**src/rtl/cpu_seq_ctrl.sv**
```systemverilog
// Multi-cycle FETCH/DECODE/EXEC/MEM/WB sequencer for the CPU32 datapath with timed memory handshakes.
// Optional performance counters are built only when CPU32_PERF_CNT_EN is defined.
module cpu_seq_ctrl #(
    parameter int MEM_TO    = 16,
    parameter int TO_W      = 8,
    parameter int EXCP_HALT = 1
) (
    input  logic        clk,
    input  logic        rst_n,
    input  logic        run,
    output logic        imem_req,
    input  logic        imem_ack,
    output logic        ir_we,
    input  logic        dec_reg_wr,
    input  logic        dec_ram_rd,
    input  logic        dec_ram_wr,
    input  logic        dec_branch,
    input  logic        dec_jump,
    input  logic        dec_excp,
    input  logic        br_taken,
    output logic        dmem_req,
    output logic        dmem_we,
    input  logic        dmem_ack,
    output logic        rf_we,
    output logic        pc_we,
    output logic [1:0]  pc_sel,
    output logic        retire,
    output logic        excp,
    output logic        halted,
    output logic [2:0]  state,
    output logic [31:0] cycle_cnt,
    output logic [31:0] inst_cnt
);

    typedef enum logic [2:0] {
        S_IDLE   = 3'd0,
        S_FETCH  = 3'd1,
        S_DECODE = 3'd2,
        S_EXEC   = 3'd3,
        S_MEM    = 3'd4,
        S_WB     = 3'd5,
        S_EXCP   = 3'd6,
        S_HALT   = 3'd7
    } state_t;

    localparam logic [1:0] SEL_PC4  = 2'b00;
    localparam logic [1:0] SEL_BR   = 2'b01;
    localparam logic [1:0] SEL_JMP  = 2'b10;
    localparam logic [1:0] SEL_VEC  = 2'b11;
    localparam logic [TO_W-1:0] TO_LAST = TO_W'(MEM_TO - 1);

    state_t          state_q, state_d;
    logic [TO_W-1:0] to_q, to_d;
    state_t          after_retire;

    assign after_retire = run ? S_FETCH : S_IDLE;
    assign state        = state_q;

    always_comb begin
        // NOTE: every signal driven here gets a default first, so no path can infer a latch.
        state_d  = state_q;
        to_d     = to_q;
        imem_req = 1'b0;
        ir_we    = 1'b0;
        dmem_req = 1'b0;
        dmem_we  = 1'b0;
        rf_we    = 1'b0;
        pc_we    = 1'b0;
        pc_sel   = SEL_PC4;
        retire   = 1'b0;
        excp     = 1'b0;
        halted   = 1'b0;

        unique case (state_q)
            S_IDLE: if (run) state_d = S_FETCH;
            S_FETCH: begin
                imem_req = 1'b1;
                if (imem_ack) begin
                    ir_we   = 1'b1;
                    state_d = S_DECODE;
                end else if (to_q == TO_LAST) begin
                    state_d = S_EXCP;
                end else begin
                    to_d = to_q + 1'b1;
                end
            end
            S_DECODE: state_d = dec_excp ? S_EXCP : S_EXEC;
            S_EXEC: begin
                if (dec_branch) begin
                    pc_we   = 1'b1;
                    pc_sel  = br_taken ? SEL_BR : SEL_PC4;
                    retire  = 1'b1;
                    state_d = after_retire;
                end else if (dec_jump) begin
                    pc_we   = 1'b1;
                    pc_sel  = SEL_JMP;
                    retire  = 1'b1;
                    state_d = after_retire;
                end else if (dec_ram_rd || dec_ram_wr) begin
                    state_d = S_MEM;
                end else begin
                    state_d = S_WB;
                end
            end
            S_MEM: begin
                dmem_req = 1'b1;
                dmem_we  = dec_ram_wr;
                if (dmem_ack) begin
                    if (dec_ram_wr) begin
                        pc_we   = 1'b1;
                        retire  = 1'b1;
                        state_d = after_retire;
                    end else begin
                        state_d = S_WB;
                    end
                end else if (to_q == TO_LAST) begin
                    state_d = S_EXCP;
                end else begin
                    to_d = to_q + 1'b1;
                end
            end
            S_WB: begin
                rf_we   = dec_reg_wr;
                pc_we   = 1'b1;
                retire  = 1'b1;
                state_d = after_retire;
            end
            S_EXCP: begin
                pc_we   = 1'b1;
                pc_sel  = SEL_VEC;
                excp    = 1'b1;
                state_d = (EXCP_HALT != 0) ? S_HALT : after_retire;
            end
            S_HALT: halted = 1'b1;
            default: state_d = S_IDLE;
        endcase

        // Any state change restarts the wait budget, so each FETCH/MEM entry starts at zero.
        if (state_d != state_q) to_d = '0;
    end

    always_ff @(posedge clk or negedge rst_n) begin
        if (!rst_n) begin
            state_q <= S_IDLE;
            to_q    <= '0;
        end else begin
            // NOTE: sequential state uses non-blocking assignment so all flops update together.
            state_q <= state_d;
            to_q    <= to_d;
        end
    end

`ifdef CPU32_PERF_CNT_EN
    logic [31:0] cyc_q, inst_q;

    always_ff @(posedge clk or negedge rst_n) begin
        if (!rst_n) begin
            cyc_q  <= '0;
            inst_q <= '0;
        end else begin
            if (state_q != S_IDLE && state_q != S_HALT) cyc_q <= cyc_q + 32'd1;
            if (retire) inst_q <= inst_q + 32'd1;
        end
    end

    assign cycle_cnt = cyc_q;
    assign inst_cnt  = inst_q;
`else
    assign cycle_cnt = 32'd0;
    assign inst_cnt  = 32'd0;
`endif

endmodule
```
**config.mk**
```make
export PLATFORM = sky130hd
export DESIGN_NAME = cpu_seq_ctrl
export DESIGN_NICKNAME = d
export VERILOG_FILES = /design/src/rtl/cpu_seq_ctrl.sv
export SDC_FILE = /design/constraint.sdc
export NUM_CORES = 1
export LEC_CHECK = 0
export ABC_AREA = 1
export BUFFER_PORTS_ARGS = -buffer_cell sky130_fd_sc_hd__clkbuf_2
export CAP_MARGIN = 25
export CORE_MARGIN = 3
export CORE_UTILIZATION = 25
export DETAILED_ROUTE_END_ITERATION = 8
export GPL_TIMING_DRIVEN = 1
export PLACE_DENSITY_LB_ADDON = 0.08
export RECOVER_POWER = 25
export SLEW_MARGIN = 20
export SYNTH_ARGS = -nofsm -noshare
export SYNTH_HDL_FRONTEND = slang
export SYNTH_SLANG_ARGS = --single-unit
```
**constraint.sdc**
```tcl
create_clock -name clk -period 4.5 [get_ports clk]
set_input_delay 0.45 -clock clk [delete_from_list [all_inputs] [get_ports clk]]
set_output_delay 0.45 -clock clk [all_outputs]
set_load 0.02 [all_outputs]
```
# Word-level counts from Yosys, hierarchy flattened
# Cells that the tools add are included.
# Widths: inputs -> output; s select.
# totals
regBits	11
latch_bits	0
mem_bits_rw	0
mem_bits_ro	0
out_inout_bits	78
mem_count	0
# classes
n_addsub	1
n_mul	0
div_mod_pow	0
order_cmp	0
n_eq_ne	11
n_shift	0
mux	34
n_bitwise	0
reduce_logical	5
# op_table
cell	count
$mux 8	4
$mux 3	8
$pmux 3 s7	1
$pmux 8 s2	1
$mux 1	15
$eq 3x3->1 const B	4
$add 8x1->8 const B	1
$eq 8x4->1 const B	1
$eq 3x2->1 const B	2
$ne 3x3->1 const B	2
$pmux 1 s3	2
$mux 2	2
$pmux 2 s2	1
$eq 3x1->1 const B	1
$logic_not 3->1	1
$ne 3x3->1	1
$reduce_and 3->1	1
$reduce_bool 3->1	1
$reduce_or 2->1	1
$logic_or 1x1->1	1

# Longest topological paths before layout
# Gate-level depths: netlist (run 1).
# logic_depth
word_depth	8
depth_mapped	12
mapped_depth_nobuf	12

# Worst setup path after synthesis (run 1)
# OpenSTA, ideal clock, no wires.
# synth_path
kind	reg-to-output
from	register state_q[0], in the netlist state[0]
to	output port pc_we
t_arrival_ps	1481
path_slack_ps	2569
stages_incl_launch_ff	7
n_path_buf	1
cell_sequence	dfrtp_1 > buf_6 > nor2_1 > inv_1 > nor2_1 > inv_1 > nand3_1
# synth_between
elab_chain_cells	3
# synth_rtl
item	line_no	source
from (decl)	52	state_t state_q, state_d;
from (signal assigned)	148	state_q <= state_d;
$eq 3x3->1	74	unique case (state_q)
$reduce_or 2->1 (no source line)	n/a	
$pmux 1 s3 *	74	
to (decl)	25	output logic pc_we,
# Every way passes the cells marked *; elsewhere a longest branch is shown, timed or not.

# Worst setup path in the final report (run 1)
# Same ends and word-level chain as after synthesis.

==> results.sh, run 1 <==
export IMPL_post_route_period_util=0.458
export IMPL_antenna_cells=0
export IMPL_cts_tree="yes"
export IMPL_synth_warnings=0
export IMPL_final_util=0.261
export IMPL_fill_cells=672
export IMPL_dieWidth_um=81.9
export IMPL_end_kind="output pin"
export IMPL_ys_flop_type="dfrtp_1"
export IMPL_drive_gt1_frac=0.203
export IMPL_track_usage=0.0847
export IMPL_critPathRequiredTime_ps=4050
export IMPL_grt_pass1_vias=925
export IMPL_period_minus_slack_ps=2060
export IMPL_overflow=0
export IMPL_grt_first_pass_wirelength_um=4410
export IMPL_max_slew_margin=0.575
export IMPL_cp_arrival_ps=1610
export IMPL_ys_seq_elements=11
export IMPL_pwr_share_seq=0.220
export IMPL_synth_edff_count=0
export IMPL_viasPerCell=3.54
export IMPL_die_h_um=81.9
export IMPL_cp_num_buf_inv=1
export IMPL_antenna_found_initial=0
export IMPL_dieArea_um2=6710
export IMPL_initial_core_util=0.260
export IMPL_yosysMostFrequentCell="buf_4"
export IMPL_cts_buffers=3
export IMPL_wl_per_cell_um=9.20
export IMPL_reg2reg_slack_ps=2670
export IMPL_synth_top_area_frac=0.333
export IMPL_post_cts_buffers=0
export IMPL_slowest_delay_ps=630
export IMPL_cap_violations=0
export IMPL_synth_avg_cell_area_um2=6.74
export IMPL_synthArstFlopShare=1.00
export IMPL_pwr_share_comb=0.641
export IMPL_syn_area_um2=1440
export IMPL_wirelength_um=2880
export IMPL_fmax_mhz=485
export IMPL_cp_slowest_cell="dfrtp_1"
export IMPL_io_buffers=25
export IMPL_swShare=0.571
export IMPL_ir_drop_uv=211
export IMPL_rows=27
export IMPL_p_leak_nw=0.839
export IMPL_setup_violations_final=0
export IMPL_crit_family="flip-flops"
export IMPL_grt_max_degree=12
export IMPL_maxSlewViolCount=0
export IMPL_clk_latency_ps=240
export IMPL_finalPower_mw=0.719
export IMPL_path_cells="nand2_1 > nor2_4 > o21ai_2 > nand3_1 > clkbuf_2"
export IMPL_place_hpwl_um=2480
export IMPL_cts_root_buf="clkbuf_8"
export IMPL_p_int_mw=0.308
export IMPL_worst_pin_slew_ps=638
export IMPL_syn_inst=214
export IMPL_cts_clk_slew_worst_paths_ps=50
export IMPL_pwr_share_clk=0.139
export IMPL_io_pins=90
export IMPL_drt_iter0_markers=59
export IMPL_coreArea_um2=5540
export IMPL_setup_tns_final_ps=0
export IMPL_power_density_nw_per_um2=497
export IMPL_fin_area_um2=1450
export IMPL_hold_path_class="input pin to asynchronous set/reset pin"
export IMPL_synthTopCellsByArea="buf_4 33%, dfrtp_1 19%, nand2_1 9.6%, nor2_1 7.8%, inv_1 5.7%"
export IMPL_via_count=1108
export IMPL_worst_path_max_fanout=9
export IMPL_antenna_left=0
export IMPL_ys_seq_area_frac=0.191
export IMPL_clock_skew_ps=5.26
export IMPL_dpl_cell_area_um2=1400
export IMPL_routabilityCongestion=0.719
export IMPL_start_kind="flip-flop"
export IMPL_cts_resized=0
export IMPL_cts_hold_buffers_added=0
export IMPL_dr_pass1_iters=4
export IMPL_hold_viol_final=0
export IMPL_crit_type="flip-flop to output pin"
export IMPL_ys_types=23
export IMPL_areaGrowthSynthToFinish_pct=0.347
export IMPL_synth_area_leader_cell="buf_4"
export IMPL_htree_levels=1
export IMPL_clock_sinks=11
export IMPL_rsz0062_at_grt="no"
export IMPL_p_switching_mw=0.411
export IMPL_yosys_top_cells_count="64 x buf_4, 37 x nand2_1, 30 x nor2_1, 22 x inv_1, 12 x nand3_1"
export IMPL_clockBufferDepth=2
export IMPL_whs_ps=203
export IMPL_drc=0
export IMPL_nets=255
export IMPL_status="complete, no violations"
==> sequential cells by signal, summed over array words and instances, names as in the netlist <==
signal  cells
to_q        8
state       3
==> through the flow <==
step	std cells	worst slack (ps)
2_1_floorplan	277	2570
3_3_place_gp	309	2620
3_5_place_dp	309	2630
4_1_cts	313	2410
5_1_grt	313	2260
6_report	313	2440
==> cell families (layout without fill, tap and decap cells) <==
logic type	count (synthesis)	in the layout	share of synthesized area
compound gates	8	8	0.0330
xor+xnor	5	5	0.0304
fa+ha+maj	1	1	0.00868
buf+inv	90	54	0.406
flops	11	11	0.191
other cells	1	64	0.00260
simple gates	98	98	0.328
==> cell type report <==
| type | count | area [um^2] | share of cell area |
|---|---|---|---|
| multi-input combinational | 176 | 817 | 0.565 |
| sequential | 11 | 275 | 0.190 |
| timing repair buffer | 25 | 124 | 0.0856 |
| inverter | 25 | 93.8 | 0.0649 |
| tap | 72 | 90.1 | 0.0623 |
| clock buffer | 3 | 41.3 | 0.0285 |
| clock inverter | 1 | 5.00 | 0.00346 |
==> power groups by stage <==
| stage | Sequential (mW) | Combinational (mW) | Clock, mW |
|---|---|---|---|
| floorplan | 0.155 | 0.407 | 0 |
| global placement | 0.163 | 0.478 | 0 |
| detailed placement | 0.162 | 0.468 | 0 |
| CTS | 0.160 | 0.470 | 0.105 |
| global route | 0.163 | 0.524 | 0.110 |
| finish | 0.158 | 0.461 | 0.0999 |
==> routing by layer <==
metal  GRT usage  up-vias  part of all wire
met4     0.00997        0            0.0035
met1       0.105      484              0.43
met2       0.147       47              0.47
met5           0        -                 0
met3      0.0274        2              0.10
li1            -      575                 -
==> layout by cell type, fill, tap and decap left out <==
cell and count:
o21ai_1 2, nor2_2 5, nand2_2 4, conb_1 64
ha_1 1, nand3_4 1, clkinv_2 1, o21ai_2 1
a31o_2 1, nor2_1 30, nand2_4 2, inv_1 22
nand3_1 12, nand3b_1 1, nand4_1 2, inv_2 3
nor2_4 4, clkbuf_8 3, clkbuf_1 1, nand2_1 37
xor2_1 3, a21oi_1 4, clkbuf_2 24, dfrtp_1 11
xnor2_1 2
==> final timing paths <==
kind	startpoint	depth (start not counted)	endpoint
hold / removal	rst_n	1	to_q[6]
hold reg to reg	to_q[7]	2	to_q[7]
min in group clk	run	3	state[0]
max in group asynchronous	rst_n	1	state[1]
setup / recovery	state[0]	5	pc_we
setup reg to reg	state[0]	10	to_q[2]
(Power assumes the default switching activity.)
==> run 2: changes to the inputs <==
==> constraint.sdc (replaced) <==
create_clock -name clk -period 1.7 [get_ports clk]
set_input_delay 0.17 -clock clk [delete_from_list [all_inputs] [get_ports clk]]
set_output_delay 0.17 -clock clk [all_outputs]
set_load 0.02 [all_outputs]
==> run 2 against run 1 <==
  * Critical path type is now flip-flop to flip-flop
  * Via count increased by 6.1%
  * Combinational power increased to 3.4 times the previous value
  * Cell area increased by 17%
  * Utilization increased by 4.5 points
==> results.sh, run 2 (synthesis results as in run 1) <==
export IMPL_viasPerCell=3.48
export IMPL_fmax_mhz=638
export IMPL_clk_latency_ps=240
export IMPL_clock_sinks=11
export IMPL_final_util=0.306
export IMPL_layout_common_cells="64 x conb_1, 35 x nand2_1, 24 x buf_4"
export IMPL_dieWidth_um=81.9
export IMPL_die_h_um=81.9
export IMPL_drive_gt1_frac=0.342
export IMPL_grt_first_pass_wirelength_um=4990
export IMPL_setup_violations_final=0
export IMPL_reg2reg_slack_ps=130
export IMPL_clock_skew_ps=8.19
export IMPL_wirelength_um=3180
export IMPL_status="complete, no violations"
export IMPL_placed_cells=325
export IMPL_post_route_period_util=0.923
export IMPL_track_usage=0.0969
export IMPL_hold_viol_final=0
export IMPL_areaGrowthSynthToFinish_pct=17.5
export IMPL_cts_root_buf="clkbuf_8"
export IMPL_critPathRequiredTime_ps=1830
export IMPL_initial_core_util=0.260
export IMPL_via_count=1176
export IMPL_coreArea_um2=5540
export IMPL_maxSlewViolCount=0
export IMPL_start_kind="flip-flop"
export IMPL_p_leak_nw=0.967
export IMPL_rsz0062_at_grt="yes"
export IMPL_path_cells="inv_4 > buf_4 > nand3_4 > nor2_4 > nand2_1 > nand3_1 > nor2_2 > nor2_2 > nor2_2 > nand2_4 > nor2_1"
export IMPL_slowest_delay_ps=440
export IMPL_wl_met3_um=264
export IMPL_dieArea_um2=6710
export IMPL_worst_pin_slew_ps=638
export IMPL_end_kind="flip-flop"
export IMPL_cp_arrival_ps=1690
export IMPL_largest_reg_flops=8
export IMPL_rows=27
export IMPL_antenna_found_initial=0
export IMPL_drt_iter0_markers=23
export IMPL_antenna_cells=0
export IMPL_grt_max_degree=12
export IMPL_crit_type="flip-flop to flip-flop"
export IMPL_cts_clk_slew_worst_paths_ps=50
export IMPL_clockBufferDepth=2
export IMPL_antenna_left=0
export IMPL_wl_met2_um=1570
export IMPL_ir_drop_uv=499
export IMPL_max_slew_margin=0.575
export IMPL_power_density_nw_per_um2=1330
export IMPL_io_buffers=25
export IMPL_wl_per_cell_um=9.40
export IMPL_routabilityCongestion=0.720
export IMPL_period_minus_slack_ps=1570
export IMPL_overflow=0
export IMPL_cts_tree="yes"
export IMPL_cts_buffers=3
export IMPL_hold_path_class="input pin to flip-flop"
export IMPL_wl_met1_um=1320
export IMPL_drc=0
export IMPL_dr_pass1_iters=4
export IMPL_grt_pass1_vias=1062
export IMPL_cp_slowest_cell="dfrtp_2"
export IMPL_cap_violations=0
export IMPL_htree_levels=1
export IMPL_cp_common_cell="nor2_2"
export IMPL_regMostFlops="to_q"
export IMPL_topRoutingLayerUsed="met4"
export IMPL_nets=280
export IMPL_final_common_cell="conb_1"
export IMPL_io_pins=90
export IMPL_fin_cells=338
export IMPL_worst_path_max_fanout=8
export IMPL_place_hpwl_um=2760
run 2: worst paths after layout:
check / endpoint / cells after the start / start
worst max-delay path: to_q[6] / 11 / state[1]
worst min-delay path: state[2] / 5 / dec_excp
worst max register to register: to_q[6] / 11 / state[1]
worst min register to register: to_q[7] / 2 / to_q[7]
max in group asynchronous: state[2] / 2 / rst_n
min in group asynchronous: to_q[2] / 2 / rst_n
run 2: repair_timing:
| item | in CTS | in global routing |
|---|---|---|
| resized for setup | 2 | 19 |
| hold buffers | 1 | 0 |
| endpoints found under the setup margin | 7 | 13 |
| endpoints found under the hold margin | 11 | 0 |
| buffers inserted | 0 | 8 |
| pin swaps | 0 | 6 |
run 2: area by class of cell:
type,instances,area [um^2]
clock buffers,3,41.3
clock inverters,1,5.00
fillers,650,3850
inverters,25,96.3
multi-input cells,176,868
flip-flops and latches,11,279
well taps,72,90.1
repair buffers,50,314
run 2: per-layer routing:
metal	track usage	up-vias
met5	0	-
met3	0.0252	4
met2	0.178	47
met4	0.0150	0
li1	-	626
met1	0.114	499
run 2: power by group:
group | leakage [nW] | internal [mW] | switching, mW
Clock | 0.0255 | 0.161 | 0.107
Combinational | 0.797 | 0.562 | 1.02
Sequential | 0.145 | 0.318 | 0.0832
Total | 0.967 | 1.04 | 1.21
run 2: metrics by stage:
stage          power [mW]  setup slack (ps)  instance area (um^2)  hold slack, ps  TNS (ps)
5_1_grt              2.49             -16.9                  1690             339     -32.9
3_5_place_dp         1.87             -21.3                  1520            71.3     -44.6
4_1_cts              2.18              43.2                  1590             315         0
6_report             2.25               132                  1690             314         0
3_3_place_gp         1.88             -35.6                  1520            76.2      -180
2_1_floorplan        1.49              48.6                  1680            -126         0
run 2: worst max-delay path: cells and delay by family, from the launching register on:
kind / cells / cell delay, ps
simple gates: 9 / 790
flops: 1 / 440
buf+inv: 2 / 220
